==> config.mk <==
export PLATFORM = sky130hd
export DESIGN_NAME = sticky_priority_scheduler
export DESIGN_NICKNAME = d
export VERILOG_FILES = /design/src/rtl/sticky_priority_scheduler_pkg.sv /design/src/rtl/sticky_priority_scheduler_first_one.sv /design/src/rtl/sticky_priority_scheduler.sv
export SDC_FILE = /design/constraint.sdc
export NUM_CORES = 1
export LEC_CHECK = 0
export CORE_AREA = 2 2 46 48
export CTS_CLUSTER_SIZE = 8
export DETAILED_ROUTE_END_ITERATION = 10
export DIE_AREA = 0 0 48 50
export GPL_ROUTABILITY_DRIVEN = 0
export PLACE_DENSITY = 0.74
export RECOVER_POWER = 50
export SLEW_MARGIN = 20
export SYNTH_ARGS = -nofsm -noshare
export SYNTH_HDL_FRONTEND = slang
export SYNTH_SLANG_ARGS = --single-unit
==> constraint.sdc <==
create_clock -name clock -period 1.63 [get_ports clock]
set_input_delay 0.326 -clock clock [delete_from_list [all_inputs] [get_ports clock]]
set_output_delay 0.326 -clock clock [all_outputs]
set_load 0.02 [all_outputs]
==> src/rtl/sticky_priority_scheduler_pkg.sv <==
// sticky_priority_scheduler_pkg: shared width constant and index-width helper for the scheduler.
package sticky_priority_scheduler_pkg;
  localparam int unsigned SPS_DEFAULT_WIDTH = 8;
  function automatic int unsigned sps_idx_w(input int unsigned w);
    return (w < 2) ? 1 : $clog2(w);
  endfunction
endpackage

==> src/rtl/sticky_priority_scheduler_first_one.sv <==
// first_one: isolates the lowest set bit of a vector (all-zero in, all-zero out).
module first_one
  import sticky_priority_scheduler_pkg::*;
#(
  parameter int WIDTH = SPS_DEFAULT_WIDTH
) (
  input  logic [WIDTH-1:0] in_vec,
  output logic [WIDTH-1:0] out_onehot
);
  // x & -x keeps only the least significant one.
  assign out_onehot = in_vec & (-in_vec);
endmodule

==> src/rtl/sticky_priority_scheduler.sv <==
// sticky_priority_scheduler: sticky pending register feeding a registered lowest-index-first grant port.
// Define STICKY_PRIORITY_SCHEDULER_INDEX_EN to add the binary grant_index output.
module sticky_priority_scheduler
  import sticky_priority_scheduler_pkg::*;
#(
  parameter int WIDTH = SPS_DEFAULT_WIDTH
) (
  input  logic             clock,
  input  logic             resetn,
  input  logic [WIDTH-1:0] request,
  output logic [WIDTH-1:0] pending,
  output logic             grant_valid,
  input  logic             grant_ready,
`ifdef STICKY_PRIORITY_SCHEDULER_INDEX_EN
  output logic [sps_idx_w(WIDTH)-1:0] grant_index,
`endif
  output logic [WIDTH-1:0] grant_onehot
);
  logic [WIDTH-1:0] pending_q, pending_d, selected, grant_onehot_q, grant_onehot_d;
  logic             grant_valid_q, grant_valid_d, load;
  first_one #(.WIDTH(WIDTH)) u_first_one (.in_vec(pending_q), .out_onehot(selected));
  always_comb begin
    load           = (!grant_valid_q || grant_ready) && (|pending_q);
    pending_d      = (pending_q & ~(load ? selected : '0)) | request;
    grant_valid_d  = load ? 1'b1 : grant_ready ? 1'b0 : grant_valid_q;
    grant_onehot_d = load ? selected : grant_ready ? '0 : grant_onehot_q;
  end
  always_ff @(posedge clock or negedge resetn) begin
    if (!resetn) begin
      pending_q      <= '0;
      grant_valid_q  <= 1'b0;
      grant_onehot_q <= '0;
    end else begin
      pending_q      <= pending_d;
      grant_valid_q  <= grant_valid_d;
      grant_onehot_q <= grant_onehot_d;
    end
  end
  assign pending      = pending_q;
  assign grant_valid  = grant_valid_q;
  assign grant_onehot = grant_onehot_q;
`ifdef STICKY_PRIORITY_SCHEDULER_INDEX_EN
  localparam int IW = sps_idx_w(WIDTH);
  logic [IW-1:0] sel_index, grant_index_q, grant_index_d;
  // One-hot to binary: OR together the index of every set bit.
  always_comb begin
    sel_index = '0;
    for (int i = 0; i < WIDTH; i++) sel_index = sel_index | (selected[i] ? IW'(i) : '0);
    grant_index_d = load ? sel_index : grant_ready ? '0 : grant_index_q;
  end
  always_ff @(posedge clock or negedge resetn) begin
    if (!resetn) grant_index_q <= '0;
    else grant_index_q <= grant_index_d;
  end
  assign grant_index = grant_index_q;
`endif
endmodule
==> results.md <==
- FMAX: 0.638 GHz
- Peak supply drop: 476 uV
- N_diodes: 0
- Vias: 670
- Max-slew violation count: 0
- Drt pass-1 iters: 5
- DRC: 0
- Boundary Pins: 28
- DP HPWL: roughly 1.2 mm
- Element type at the critical path start: flop
- Setup TNS: 0 ps
- WP buf/inv: 1
- First-pass GRT wire length: 2.62 mm
- Global route overflow: 0
- Netlist Area Pre-Place: 767 um2
- Finished Layout Cells: 132
- FF+latch count, synth: 17
- Routed Antenna Nets: 0
- Cells after synthesis: 72
- Area Growth Syn to Fin: 39.2%
- TritonCTS buffer count: 3
- Synth top area share: 55.5%
- Crit Path Category: flop to output port
- Vias/cell: 5.08
- # Post-CTS Setup Buffers: 0
- Mapped Nets: 83
- Inst Count DP: 128
- Post-layout minimum cycle time: 1570 ps
- Syn Area/Cell: 10.7 um2
- Crit. End Element: output port
- Cell variety after synth: 25
- Post-cts hold buffer count: 0
- Yosys warning count: 0
- Clock Latency Late Sink: 290 ps
- CTS tree: done
- Initial Util: between 40% and 50%
- Outcome: finished clean
- Yosys top cell by area: dfrtp_1
- Clk_skew: 6.34 ps
- Leakage power: 0.460 nW
- Top post-synthesis cells by area: dfrtp_1, a21o_1, nand2_1
- Initial antenna violation count: 0
- Largest net degree at the start of global routing: 18
- Iteration-0 DRC Markers: 13
- Total track usage: 15.3%
- Pwr Density: 706 nW/um2
- Worst-path cell chain: clkdlybuf4s50_1
- Seq/Total Area, Yosys: between 50% and 60%
- Slew headroom: 41.3%
- Final Setup Violations: 0
- Clock Path Buffers: 2
- CP Max Fanout: 2
- Reg2reg setup slack: 250 ps
- Maxcap violations: 0
- Clock transition at path regs: 100 ps
- Worst slew pin tran: 880 ps
- Slowest CP cell: clkdlybuf4s50_1
- Tcrit/Tclk final: 96.2%
- Nets: 117
- Type of the worst min-delay path: flop to flop
- Vias in the first global route: 596
- H-tree depth: 1
- Share of cells above drive strength 1: 6.67%
- Die footprint: ~2400 um2
- Die Y: 50 um
- Top Family by Delay on Critical Path: buffers and inverters
- Critical Path RT: ~1300 ps
- Core Box Area: 1900 um2
- Total routed wirelength: 1.63 mm
- Avg WL per Cell: 12.4 um
- RSZ-0062 raised after global routing: no
- Row count: 16
- Arr. time, crit path: 1240 ps
- CP peak stage delay: about 600 ps
- Clock sink count: 17
- Final Hold Fails: 0
- IO buf count: 27
- Clock Tree Root: clkbuf_4
- Die width: 48 um
tightest hold or removal path: cells and delay by family, from the launching register on:
kind | cells | cell delay (ps)
simple gates | 1 | 50
compound gates | 1 | 70
flops | 1 | 360
worst paths after layout:
check / from / to / cells past startpoint
setup / recovery: grant_onehot[3]$_DFFE_PN0P_ / grant_onehot[3] / 1
hold / removal: grant_onehot[1]$_DFFE_PN0P_ / grant_onehot[1]$_DFFE_PN0P_ / 2
setup reg to reg: pending[4]$_DFF_PN0_ / grant_onehot[6]$_DFFE_PN0P_ / 3
hold reg to reg: grant_onehot[1]$_DFFE_PN0P_ / grant_onehot[1]$_DFFE_PN0P_ / 2
max in group asynchronous: resetn / pending[5]$_DFF_PN0_ / 2
min in group asynchronous: resetn / grant_onehot[4]$_DFFE_PN0P_ / 2
sequential cells by signal, indices dropped and copies added, names as in the netlist:
name / count
grant_valid: 1
pending: 8
grant_onehot: 8
layout make-up:
class | count | area (um2)
fillers | 179 | 835
well taps | 27 | 33.8
repair buffers | 30 | 251
clock buffers | 4 | 26.3
inverters | 6 | 22.5
flip-flops and latches | 17 | 425
multi-input cells | 48 | 308
metal layers:
| layer | wire, um | part of all wire (%) | track usage (%) | vias to the layer above |
|---|---|---|---|---|
| met5 | 0 | 0 | 0 | - |
| met4 | 43 | 2.6 | 9.46 | 0 |
| met3 | 94 | 5.8 | 2.56 | 5 |
| met2 | 715 | 44 | 21.6 | 27 |
| met1 | 779 | 48 | 21.2 | 308 |
| li1 | - | - | - | 330 |
Yosys cell counts (all sizes together):
| master | number |
|---|---|
| a211oi | 1 |
| a21o | 5 |
| a21oi | 2 |
| a22oi | 1 |
| a31oi | 1 |
| a32oi | 2 |
| and3 | 1 |
| buf | 1 |
| dfrtp | 17 |
| inv | 6 |
| nand2 | 7 |
| nand2b | 2 |
| nand3 | 4 |
| nand3b | 1 |
| nand4 | 1 |
| nor2 | 7 |
| nor2b | 2 |
| nor4 | 2 |
| o21ai | 4 |
| o21bai | 1 |
| o2bb2ai | 1 |
| o32ai | 2 |
| o41ai | 1 |
power breakdown:
group | internal (W) | switching [W] | leakage [nW]
Clock | 0.0000953 | 0.000131 | 0.0150
Sequential | 0.000432 | 0.0000113 | 0.189
Combinational | 0.0000381 | 0.0000453 | 0.255
Total | 0.000565 | 0.000188 | 0.460
layout by cell type, fill, tap and decap left out:
cell type        count
a21oi_1              2
and3_1               1
o2bb2ai_1            1
o21bai_1             1
buf_4                1
inv_1                6
clkbuf_1             8
o21ai_0              4
nand3_1              4
a21o_1               5
a22oi_1              1
a211oi_1             1
nor2_1               6
nor2_4               1
dlygate4sd3_1        2
nand2_1              7
nor4_1               1
o41ai_1              1
o32ai_1              2
nor4_4               1
dfrtp_1             17
nand3b_1             1
a32oi_1              2
nand2b_1             2
a31oi_2              1
dlygate4sd2_1        8
nand4_1              1
dlymetal6s2s_1       3
nor2b_1              2
clkdlybuf4s50_1      9
clkbuf_4             3
timing repair:
item | in CTS | in global routing
hold endpoints to repair | 0 | 0
endpoints found under the setup margin | 8 | 8
pin swaps | 0 | 0
resized for setup | 8 | 8
cells by family after synthesis:
kind of cell / after synthesis / share of synthesized area (%)
simple gates: 27 / 19.9
flops: 17 / 55.5
compound gates: 21 / 20.2
buf+inv: 7 / 4.40
metrics by stage:
| stage | utilization, % | hold slack (ps) | setup WS, ps | area, um2 | power (W) |
|---|---|---|---|---|---|
| floorplan | - | 30.4 | 305 | 767 | 0.000488 |
| global placement | 56.9 | 481 | 35.6 | 1080 | 0.000549 |
| detailed placement | 56.9 | 489 | 18.2 | 1080 | 0.000550 |
| CTS | 57.8 | 364 | 14.8 | 1100 | 0.000766 |
| global route | 56.1 | 570 | 14.2 | 1070 | 0.000790 |
| finish | 56.1 | 509 | 61.5 | 1070 | 0.000753 |
No activity file was read; power rests on OpenSTA's default activity.
